$ cat config.mk
export PLATFORM = sky130hd
export DESIGN_NAME = uart_tx_arbiter
export DESIGN_NICKNAME = d
export VERILOG_FILES = /design/src/rtl/uart_tx_arbiter.sv
export SDC_FILE = /design/constraint.sdc
export NUM_CORES = 1
export LEC_CHECK = 0
export CAP_MARGIN = 10
export CORE_MARGIN = 1.5
export CORE_UTILIZATION = 53
export CTS_CLUSTER_SIZE = 10
export DETAILED_ROUTE_END_ITERATION = 12
export PLACE_DENSITY_LB_ADDON = 0.3
export SETUP_SLACK_MARGIN = 0.5
export SLEW_MARGIN = 20
export SYNTH_ARGS = -nofsm -noshare
export SYNTH_HDL_FRONTEND = slang
export SYNTH_SLANG_ARGS = --single-unit
$ cat constraint.sdc
create_clock -name CLK -period 4.83 [get_ports CLK]
set_clock_uncertainty 0.15 [all_clocks]
set_input_delay 0.483 -clock CLK [delete_from_list [all_inputs] [get_ports CLK]]
set_output_delay 0.483 -clock CLK [all_outputs]
set_load 0.02 [all_outputs]
$ cat src/rtl/uart_tx_arbiter.sv
// Round-robin arbiter sharing one UART transmitter between N byte-stream requesters.
// Grants are held for a whole frame; bytes are separated by an enable-low gap and guarded by a watchdog.
module uart_tx_arbiter #(
    parameter int N          = 4,
    parameter int GAP_CYCLES = 2,
    parameter int TIMEOUT    = 65000
) (
    input  logic             CLK,
    input  logic             RST,
    input  logic [N-1:0]     REQ,
    input  logic [8*N-1:0]   DATA,
    input  logic [N-1:0]     LAST,
    output logic [N-1:0]     ACK,
    output logic [N-1:0]     GNT,
    output logic [7:0]       TX_Data,
    output logic             TX_En_Sig,
    input  logic             TX_Done_Sig,
    output logic             BUSY,
    output logic             TIMEOUT_ERR
);

    localparam int PTR_W = (N > 1) ? $clog2(N) : 1;
    localparam int GAP_W = $clog2(GAP_CYCLES + 1);
    localparam int WD_W  = (TIMEOUT > 0) ? $clog2(TIMEOUT + 1) : 1;
    localparam logic [WD_W-1:0]  WD_LAST  = WD_W'((TIMEOUT > 0) ? TIMEOUT - 1 : 0);
    localparam logic [WD_W-1:0]  WD_MAX   = WD_W'(TIMEOUT);
    localparam logic [GAP_W-1:0] GAP_LAST = GAP_W'(GAP_CYCLES - 1);

    typedef enum logic [1:0] {
        S_IDLE = 2'd0,
        S_SEND = 2'd1,
        S_GAP  = 2'd2
    } state_t;

    state_t             r_state;
    state_t             w_next_state;
    logic [PTR_W-1:0]   r_ptr;
    logic [PTR_W-1:0]   r_win;
    logic               r_lock;
    logic [WD_W-1:0]    r_wd;
    logic [GAP_W-1:0]   r_gap;

    logic [7:0]         w_byte [N];
    logic [PTR_W-1:0]   w_rr_win;
    logic [N-1:0]       w_rr_oh;
    logic [N-1:0]       w_win_oh;
    logic               w_any_req;
    logic               w_wd_hit;
    logic               w_gap_end;
    logic               w_relaunch;
    logic [N-1:0]       w_ack_n;
    logic [N-1:0]       w_gnt_n;
    logic [7:0]         w_data_n;
    logic               w_en_n;
    logic               w_busy_n;
    logic               w_terr_n;

    // First requesting index after ptr, searching upward with wrap.
    function automatic logic [PTR_W-1:0] rr_pick(input logic [PTR_W-1:0] ptr, input logic [N-1:0] req);
        logic [PTR_W-1:0] pick;
        logic [PTR_W:0]   idx;
        pick = ptr;
        for (int k = N; k >= 1; k--) begin
            idx = {1'b0, ptr} + (PTR_W+1)'(k);
            if (idx >= (PTR_W+1)'(N)) begin
                idx = idx - (PTR_W+1)'(N);
            end else begin
                idx = idx;
            end
            if (req[idx[PTR_W-1:0]]) begin
                pick = idx[PTR_W-1:0];
            end else begin
                pick = pick;
            end
        end
        return pick;
    endfunction

    // Unpack the flat data bus into per-requester bytes.
    always_comb begin
        for (int i = 0; i < N; i++) begin
            w_byte[i] = DATA[8*i +: 8];
        end
    end

    assign w_any_req  = |REQ;
    assign w_rr_win   = rr_pick(r_ptr, REQ);
    assign w_rr_oh    = {{(N-1){1'b0}}, 1'b1} << w_rr_win;
    assign w_win_oh   = {{(N-1){1'b0}}, 1'b1} << r_win;
    assign w_wd_hit   = (TIMEOUT != 0) && (r_wd == WD_LAST);
    assign w_gap_end  = (r_gap == GAP_LAST);
    assign w_relaunch = r_lock && REQ[r_win];

    // State register.
    always_ff @(posedge CLK) begin
        if (RST) begin
            r_state <= S_IDLE;
        end else begin
            r_state <= w_next_state;
        end
    end

    // Next-state logic.
    always_comb begin
        w_next_state = r_state;
        case (r_state)
            S_IDLE:  w_next_state = w_any_req ? S_SEND : S_IDLE;
            S_SEND:  w_next_state = (TX_Done_Sig || w_wd_hit) ? S_GAP : S_SEND;
            S_GAP: begin
                if (w_gap_end) begin
                    w_next_state = w_relaunch ? S_SEND : S_IDLE;
                end else begin
                    w_next_state = S_GAP;
                end
            end
            default: w_next_state = S_IDLE;
        endcase
    end

    // Owner, frame lock, pointer, watchdog and gap counters.
    always_ff @(posedge CLK) begin
        if (RST) begin
            r_ptr  <= PTR_W'(N - 1);
            r_win  <= '0;
            r_lock <= 1'b0;
            r_wd   <= '0;
            r_gap  <= '0;
        end else begin
            case (r_state)
                S_IDLE: begin
                    r_wd  <= '0;
                    r_gap <= '0;
                    if (w_any_req) begin
                        r_win  <= w_rr_win;
                        r_lock <= ~LAST[w_rr_win];
                    end
                end
                S_SEND: begin
                    r_gap <= '0;
                    if (!TX_Done_Sig && w_wd_hit) begin
                        r_lock <= 1'b0;
                    end
                    // Saturating count; the abort fires one step before the limit.
                    if (!TX_Done_Sig && !w_wd_hit && (r_wd != WD_MAX)) begin
                        r_wd <= r_wd + WD_W'(1);
                    end
                end
                S_GAP: begin
                    r_wd  <= '0;
                    r_gap <= r_gap + GAP_W'(1);
                    if (w_gap_end) begin
                        r_gap <= '0;
                        if (w_relaunch) begin
                            r_lock <= ~LAST[r_win];
                        end else begin
                            r_lock <= 1'b0;
                            r_ptr  <= r_win;
                        end
                    end
                end
                default: begin
                    r_lock <= 1'b0;
                end
            endcase
        end
    end

    // Next values of the registered outputs.
    always_comb begin
        w_ack_n  = '0;
        w_terr_n = 1'b0;
        w_gnt_n  = GNT;
        w_data_n = TX_Data;
        case (r_state)
            S_IDLE: begin
                if (w_any_req) begin
                    w_gnt_n  = w_rr_oh;
                    w_data_n = w_byte[w_rr_win];
                end else begin
                    w_gnt_n  = '0;
                end
            end
            S_SEND: begin
                if (TX_Done_Sig) begin
                    w_ack_n  = w_win_oh;
                end else if (w_wd_hit) begin
                    w_terr_n = 1'b1;
                end else begin
                    w_ack_n  = '0;
                end
            end
            S_GAP: begin
                if (w_gap_end && w_relaunch) begin
                    w_data_n = w_byte[r_win];
                end else if (w_gap_end) begin
                    w_gnt_n  = '0;
                end else begin
                    w_gnt_n  = GNT;
                end
            end
            default: w_gnt_n = '0;
        endcase
        w_en_n   = (w_next_state == S_SEND);
        w_busy_n = (w_next_state != S_IDLE);
    end

    // Output registers.
    always_ff @(posedge CLK) begin
        if (RST) begin
            ACK         <= '0;
            GNT         <= '0;
            TX_Data     <= 8'h00;
            TX_En_Sig   <= 1'b0;
            BUSY        <= 1'b0;
            TIMEOUT_ERR <= 1'b0;
        end else begin
            ACK         <= w_ack_n;
            GNT         <= w_gnt_n;
            TX_Data     <= w_data_n;
            TX_En_Sig   <= w_en_n;
            BUSY        <= w_busy_n;
            TIMEOUT_ERR <= w_terr_n;
        end
    end

endmodule
; Yosys cells after proc, flatten, opt, wreduce, memory -nomap -nowiden
; Index checks and enable logic that the tools add are counted.
[totals]
regBits = 44
latch_bits = 0
ramBits = 0
mem_bits_ro = 0
in_bits = 43
output_inout_bits = 19
wordCells = 129
n_memories = 0
[classes]
n_addsub = 10
n_mul = 0
div = 0
magnitude_cmp = 12
n_eq_ne = 12
shift = 2
muxes = 50
n_bitwise = 7
reduce_logical = 24
[ops]
columns = operator, count
row1 = 8-bit two-way mux, 6
row2 = 8-bit binary-select mux with 2-bit select, 2
row3 = 16-bit case mux with 2 select lines, 1
row4 = 2-bit two-way mux, 11
row5 = 3-bit >= comparator (second input constant), 6
row6 = 2-bit by 3-bit less-than comparator with 1-bit output (second input constant), 6
row7 = 16-bit by 1-bit adder with 16-bit output (second input constant), 1
row8 = 16-bit == test (second input constant), 1
row9 = 16-bit two-way mux, 1
row10 = 16-bit inequality test (second input constant), 1
row11 = 8-bit case mux with 2 select lines, 1
row12 = 1-bit binary-select mux with 2-bit select, 7
row13 = 1-bit two-way mux, 14
row14 = 4-bit two-way mux, 3
row15 = 2-bit inequality test (second input constant), 6
row16 = 4-bit case mux with 3 select lines, 1
row17 = 3-bit AND reduction, 4
row18 = 2-bit nonzero test, 4
row19 = 1-bit by 2-bit << shifter with 4-bit output (first input constant), 2
row20 = 2-bit by 1-bit subtractor with 2-bit output (second input constant), 4
row21 = 2-bit by 2-bit adder with 3-bit output (second input constant), 2
row22 = 2-bit by 1-bit == test with 1-bit output (second input constant), 3
row23 = 2-bit inverter with 3-bit output, 2
row24 = 2-bit case mux with 3 select lines, 1
row25 = 15 further kinds, 27

; Depth between registers and ports, before layout
[logic_depth]
ltp_word = 15
depth_mapped = 9
mapped_depth_nobuf = 8

; Worst setup path before layout
; No wires, ideal clock.
[synth_timing]
path_kind = input to register
startpoint = in REQ[2]
endpoint = reg TX_Data[0]
setup_time_ps = 126
arrival_time_ps = 1654
required_time_ps = 4554
setup_slack_ps = 2900
stages = 7
path_buffers = 1
cell_sequence = or2_2 > a21o_1 > clkbuf_1 > and3_1 > a211oi_1 > a311o_1 > a31oi_1
[synth_via]
elab_chain_len = 12
elab_cells_between_ends = 26
classes_between = eq/ne: 2 / mux: 19 / bitwise: 1 / reduce/logical: 4
[synth_rtl]
columns = element, line
row1 = from (decl), 10  ; input logic [N-1:0] REQ,
row2 = 1-bit binary-select mux with 2-bit select, 70  ; if (req[idx[PTR_W-1:0]]) begin
row3 = 1-bit two-way mux (implied by the code), 70
row4 = 2-bit two-way mux (4 in series), 70
row5 = 2-bit inverter with 3-bit output (implied by the code), 178  ; w_data_n = w_byte[w_rr_win];
row6 = 8-bit binary-select mux with 2-bit select, 178
row7 = 8-bit two-way mux (implied by the code) (2 in series), 178
row8 = 8-bit two-way mux, 176  ; if (w_any_req) begin
row9 = 8-bit case mux with 2 select lines, 174  ; case (r_state)
row10 = to (signal assigned), 219  ; TX_Data <= w_data_n;
row11 = to (decl), 15  ; output logic [7:0] TX_Data,
; Parallel ways exist; a longest one is shown, timed or not. The select of a mux whose other input is x is not followed.
; A chain may end at the register's enable or synchronous reset.

; Worst setup path after layout
[layout_timing]
startpoint = in REQ[0]
endpoint = reg TX_Data[3]
; Same word-level chain as after synthesis.

==> report_table.html <==
<table>
<tr><th>Metric</th><th>Value</th></tr>
<tr><th colspan="2">Setup path</th></tr>
<tr><td>Highest cell delay on the worst timing path</td><td>0.66 ns</td></tr>
<tr><td>Setup crit end kind</td><td>flip-flop</td></tr>
<tr><td>Worst path top cell family by delay</td><td>compound AO/OA/AOI/OAI gates</td></tr>
<tr><td>Critical Setup Path Class</td><td>in2reg</td></tr>
<tr><td>Required time of the critical path</td><td>4.81 ns</td></tr>
<tr><td>Data arrival at the endpoint of the critical path</td><td>2.91 ns</td></tr>
<tr><td>Cell type of the slowest stage on the worst timing path</td><td>sky130_fd_sc_hd__o211ai_1</td></tr>
<tr><td>Crit Path Max Fanout</td><td>21</td></tr>
<tr><td>Critical path launch point type</td><td>input port</td></tr>
<tr><td>CP cell instances</td><td>clkdlybuf4s50_1 -&gt; o211ai_1 -&gt; nand2_1 -&gt; a211oi_1 -&gt; a311o_1 -&gt; a31oi_1</td></tr>
<tr><td>Number of buffers and inverters on the critical path</td><td>1</td></tr>
<tr><th colspan="2">Clock network</th></tr>
<tr><td>Clock insertion delay at the later pin of the skew report</td><td>0.29 ns</td></tr>
<tr><td>TritonCTS clock tree</td><td>built</td></tr>
<tr><td>Count of clock tree sinks</td><td>44</td></tr>
<tr><td>Master cell of the clock root buffer</td><td>sky130_fd_sc_hd__clkbuf_8</td></tr>
<tr><td>Post CTS Setup Buffer Count</td><td>0</td></tr>
<tr><td>Number of buffers on the longest clock path</td><td>2</td></tr>
<tr><td>H-tree level count</td><td>2</td></tr>
<tr><td>Count of cells resized by post-cts repair</td><td>0</td></tr>
<tr><td>Hold_buf cts</td><td>0</td></tr>
<tr><td>Number of buffers created by CTS</td><td>5</td></tr>
<tr><td>Worst-path clk slew</td><td>0.08 ns</td></tr>
<tr><th colspan="2">Pwr</th></tr>
<tr><td>Worst supply voltage drop on vdd</td><td>144 uV</td></tr>
<tr><td>Share of power burned in registers</td><td>44.2%</td></tr>
<tr><td>Combinational Power Share</td><td>23.8%</td></tr>
<tr><td>Power Dens Cells</td><td>291 mW/mm^2</td></tr>
<tr><td>Total net switching power</td><td>0.000263 W</td></tr>
<tr><td>Sw Ratio</td><td>28.3%</td></tr>
<tr><td>Leakage Power</td><td>1.07 nW</td></tr>
<tr><td>Part of the power in the clock network</td><td>32.0%</td></tr>
<tr><td>Cell-internal power</td><td>0.000669 W</td></tr>
<tr><th colspan="2">Cells and area</th></tr>
<tr><td>Layout cell share with drive strength beyond 1</td><td>7.65%</td></tr>
<tr><td>Synthesis-to-finish area growth</td><td>27.8%</td></tr>
<tr><td>Filler-free cell count of the finished design</td><td>392</td></tr>
<tr><td>Most frequent standard cell in the layout excluding fill and tap cells</td><td>sky130_fd_sc_hd__clkdlybuf4s50_1</td></tr>
<tr><td>Ant. Diodes</td><td>0</td></tr>
<tr><td>Final instance area</td><td>0.00320 sq mm</td></tr>
<tr><td>Most used cells in the layout excluding fill and tap cells</td><td>61 x sky130_fd_sc_hd__clkdlybuf4s50_1, 44 x sky130_fd_sc_hd__dfxtp_1, 42 x sky130_fd_sc_hd__nand2_1, 27 x sky130_fd_sc_hd__nor2_1, 13 x sky130_fd_sc_hd__and3_1</td></tr>
<tr><td>Total Nets Final</td><td>384</td></tr>
<tr><th colspan="2">Drt</th></tr>
<tr><td>Final routed wirelength across all metal layers</td><td>6.12 mm</td></tr>
<tr><td>Number of optimization iterations in the first detailed-route pass</td><td>6</td></tr>
<tr><td>Routed wire length per instance</td><td>15.6 microns</td></tr>
<tr><td>Vias/cell</td><td>6.12</td></tr>
<tr><td>Antenna Nets Post-Route</td><td>0</td></tr>
<tr><td>Total via count in the routed design</td><td>2400</td></tr>
<tr><td>Violation count after the first detailed-route iteration</td><td>169</td></tr>
<tr><td>Remaining routing DRC violations</td><td>0</td></tr>
<tr><th colspan="2">Timing</th></tr>
<tr><td>Headroom to the max-slew limit</td><td>39.7%</td></tr>
<tr><td>Post-route clock period utilization</td><td>60.7%</td></tr>
<tr><td>Pins over their slew limit</td><td>0</td></tr>
<tr><td>Time the worst path needs with I/O delays and setup</td><td>2.93 ns</td></tr>
<tr><td>Unrepaired setup endpoints after global routing</td><td>no</td></tr>
<tr><td>Tightest Pin Transition</td><td>0.904 ns</td></tr>
<tr><td>Endpoints failing setup</td><td>0</td></tr>
<tr><td>Hold Worst Slack</td><td>0.319 ns</td></tr>
<tr><td>Worst Setup Slack, final</td><td>1.90 ns</td></tr>
<tr><td>Total negative slack</td><td>0 ns</td></tr>
<tr><td>Total count of hold-check failures in the final report</td><td>0</td></tr>
<tr><td>Maximum clock frequency</td><td>341 MHz</td></tr>
<tr><th colspan="2">GRT</th></tr>
<tr><td>Largest net degree at the start of global routing</td><td>22</td></tr>
<tr><td>Antenna violations before repair</td><td>0</td></tr>
<tr><td>First-pass GRT wire length</td><td>10.5 mm</td></tr>
<tr><td>Via count of the first global-routing pass</td><td>2369</td></tr>
<tr><td>Tot GR Track Use</td><td>25.3%</td></tr>
<tr><td>Grt total ovfl</td><td>0</td></tr>
<tr><th colspan="2">Yosys</th></tr>
<tr><td>Top area cells in the synthesized netlist</td><td>sky130_fd_sc_hd__dfxtp_1 35%, sky130_fd_sc_hd__mux4_2 9.0%, sky130_fd_sc_hd__nand2_1 6.3%</td></tr>
<tr><td>Primary flip-flop cell chosen by synthesis mapping</td><td>sky130_fd_sc_hd__dfxtp_1</td></tr>
<tr><td>Average footprint of a synthesized cell</td><td>8.60 sq um</td></tr>
<tr><td>Combined area of all synthesized cells</td><td>0.00250 sq mm</td></tr>
<tr><td>Synthesis warning total</td><td>0</td></tr>
<tr><td>Fraction of synthesized cell area taken by the top area cell type</td><td>35.2%</td></tr>
<tr><td>Share of synthesized area occupied by flip-flops and latches</td><td>35.2%</td></tr>
<tr><td>Synthesis-stage register bit count</td><td>44</td></tr>
<tr><td>Number of nets in the synthesized netlist</td><td>336</td></tr>
<tr><td>Cell taking the most area after synthesis</td><td>sky130_fd_sc_hd__dfxtp_1</td></tr>
<tr><td>Async set-reset flop share out of synthesis</td><td>0%</td></tr>
<tr><td>EDFF count, synth</td><td>0</td></tr>
<tr><td>Number of cells produced by synthesis</td><td>291</td></tr>
<tr><td>Library cells used by synthesis</td><td>50</td></tr>
<tr><th colspan="2">Floorplan</th></tr>
<tr><td>FP Rows</td><td>24</td></tr>
<tr><td>Initial standard-cell utilization of the core</td><td>56.3%</td></tr>
<tr><td>Top-level port count</td><td>62</td></tr>
<tr><td>Die Outline Area</td><td>0.00515 sq mm</td></tr>
<tr><td>Floorplan die width</td><td>71.7 microns</td></tr>
<tr><td>Y dimension of the die</td><td>71.7 microns</td></tr>
<tr><td>Area of the core region</td><td>0.00444 sq mm</td></tr>
<tr><th colspan="2">Job</th></tr>
<tr><td>Max_cap viols</td><td>0</td></tr>
<tr><th colspan="2">Placed design</th></tr>
<tr><td>Number of input and output port buffers inserted</td><td>61</td></tr>
<tr><td>Area of placed instances</td><td>0.00308 sq mm</td></tr>
<tr><td>Number of placed cells counting well taps</td><td>384</td></tr>
<tr><td>Routability cong.</td><td>0.848</td></tr>
<tr><td>Final HPWL DP</td><td>4.41 mm</td></tr>
<tr><td>Pre-CTS worst setup slack</td><td>1.66 ns</td></tr>
<tr><th colspan="2">Min path</th></tr>
<tr><td>Min-delay worst type</td><td>reg2reg</td></tr>
<tr><th colspan="2">Outcome</th></tr>
<tr><td>Status</td><td>complete, no violations</td></tr>
</table>
## state kept, by name, summed over array words and instances (netlist names)
signal,flops
r_state,2
r_win,2
r_ptr,2
BUSY,1
TIMEOUT_ERR,1
GNT,4
ACK,4
r_gap,2
r_wd,16
TX_En_Sig,1
r_lock,1
TX_Data,8
## area by class of cell
type / count / area (sq um)
Timing Repair Buffer: 61 / 611
Multi-Input combinational cell: 218 / 1490
Clock inverter: 2 / 38.8
Inverter: 9 / 33.8
Tap cell: 52 / 65.1
Clock buffer: 6 / 82.6
Sequential cell: 44 / 881
Fill cell: 353 / 1240
## path summary, 6_finish.rpt
kind         slack [ns]  cells past startpoint    endpoint  startpoint
max reg2reg        2.07                      6  TX_Data[3]  r_state[1]
max                1.90                      6  TX_Data[3]      REQ[0]
min                0.32                      1    r_gap[1]    r_gap[1]
min reg2reg        0.32                      1    r_gap[1]    r_gap[1]
## worst register-to-register path, stage by stage, from the launching register on
cell                      delay, ns
sky130_fd_sc_hd__dfxtp_1       0.53
sky130_fd_sc_hd__inv_1         0.21
sky130_fd_sc_hd__nor2_2        0.58
sky130_fd_sc_hd__nand2_1       0.18
sky130_fd_sc_hd__o21ai_2       0.65
sky130_fd_sc_hd__o21ai_0       0.19
sky130_fd_sc_hd__a31oi_1       0.20
## metrics by stage
stage / utilization, % / total power, W
after global routing: 72.0 / 0.000972
after CTS: 71.9 / 0.000931
final: 72.0 / 0.000932
after global placement: 69.2 / 0.000632
after floorplan: - / 0.000548
after detailed placement: 69.2 / 0.000638
## cell usage after synthesis (all sizes together), types with 6 or more instances
library cell / n
nand2: 42
buf: 11
clkbuf: 9
a31oi: 9
dfxtp: 44
mux4: 10
o21ai: 14
nor4: 6
a311o: 8
nor3: 10
a211oi: 10
inv: 9
and3: 13
xnor2: 12
a21oi: 11
nor2: 28
## metal layers
layer	part of all wire [%]	track usage, %
met1	45	33.3
met2	49	43.0
met3	5.2	3.66
met4	1.1	7.97
met5	0	0
## cells by family (layout without fill, tap and decap cells)
group                    Yosys count  count (layout)  synth area share (%)
buffers and inverters             29              78                  5.50
AO/OA/AOI/OAI                     69              69                  20.0
adder cells (fa/ha/maj)            2               2                 0.999
XOR/XNOR                          15              15                  5.25
flip-flops                        44              44                  35.2
multiplexers                      12              12                  9.80
AND/OR/NAND/NOR                  120             120                  23.2
## power groups by stage
stage	Clock (W)	Sequential, W	Combinational, W
5_1_grt	0.000317	0.000416	0.000239
4_1_cts	0.000300	0.000412	0.000220
6_report	0.000298	0.000412	0.000221
2_1_floorplan	0	0.000424	0.000124
3_5_place_dp	0	0.000420	0.000219
3_3_place_gp	0	0.000419	0.000214
No activity file was read; power rests on OpenSTA's default activity.
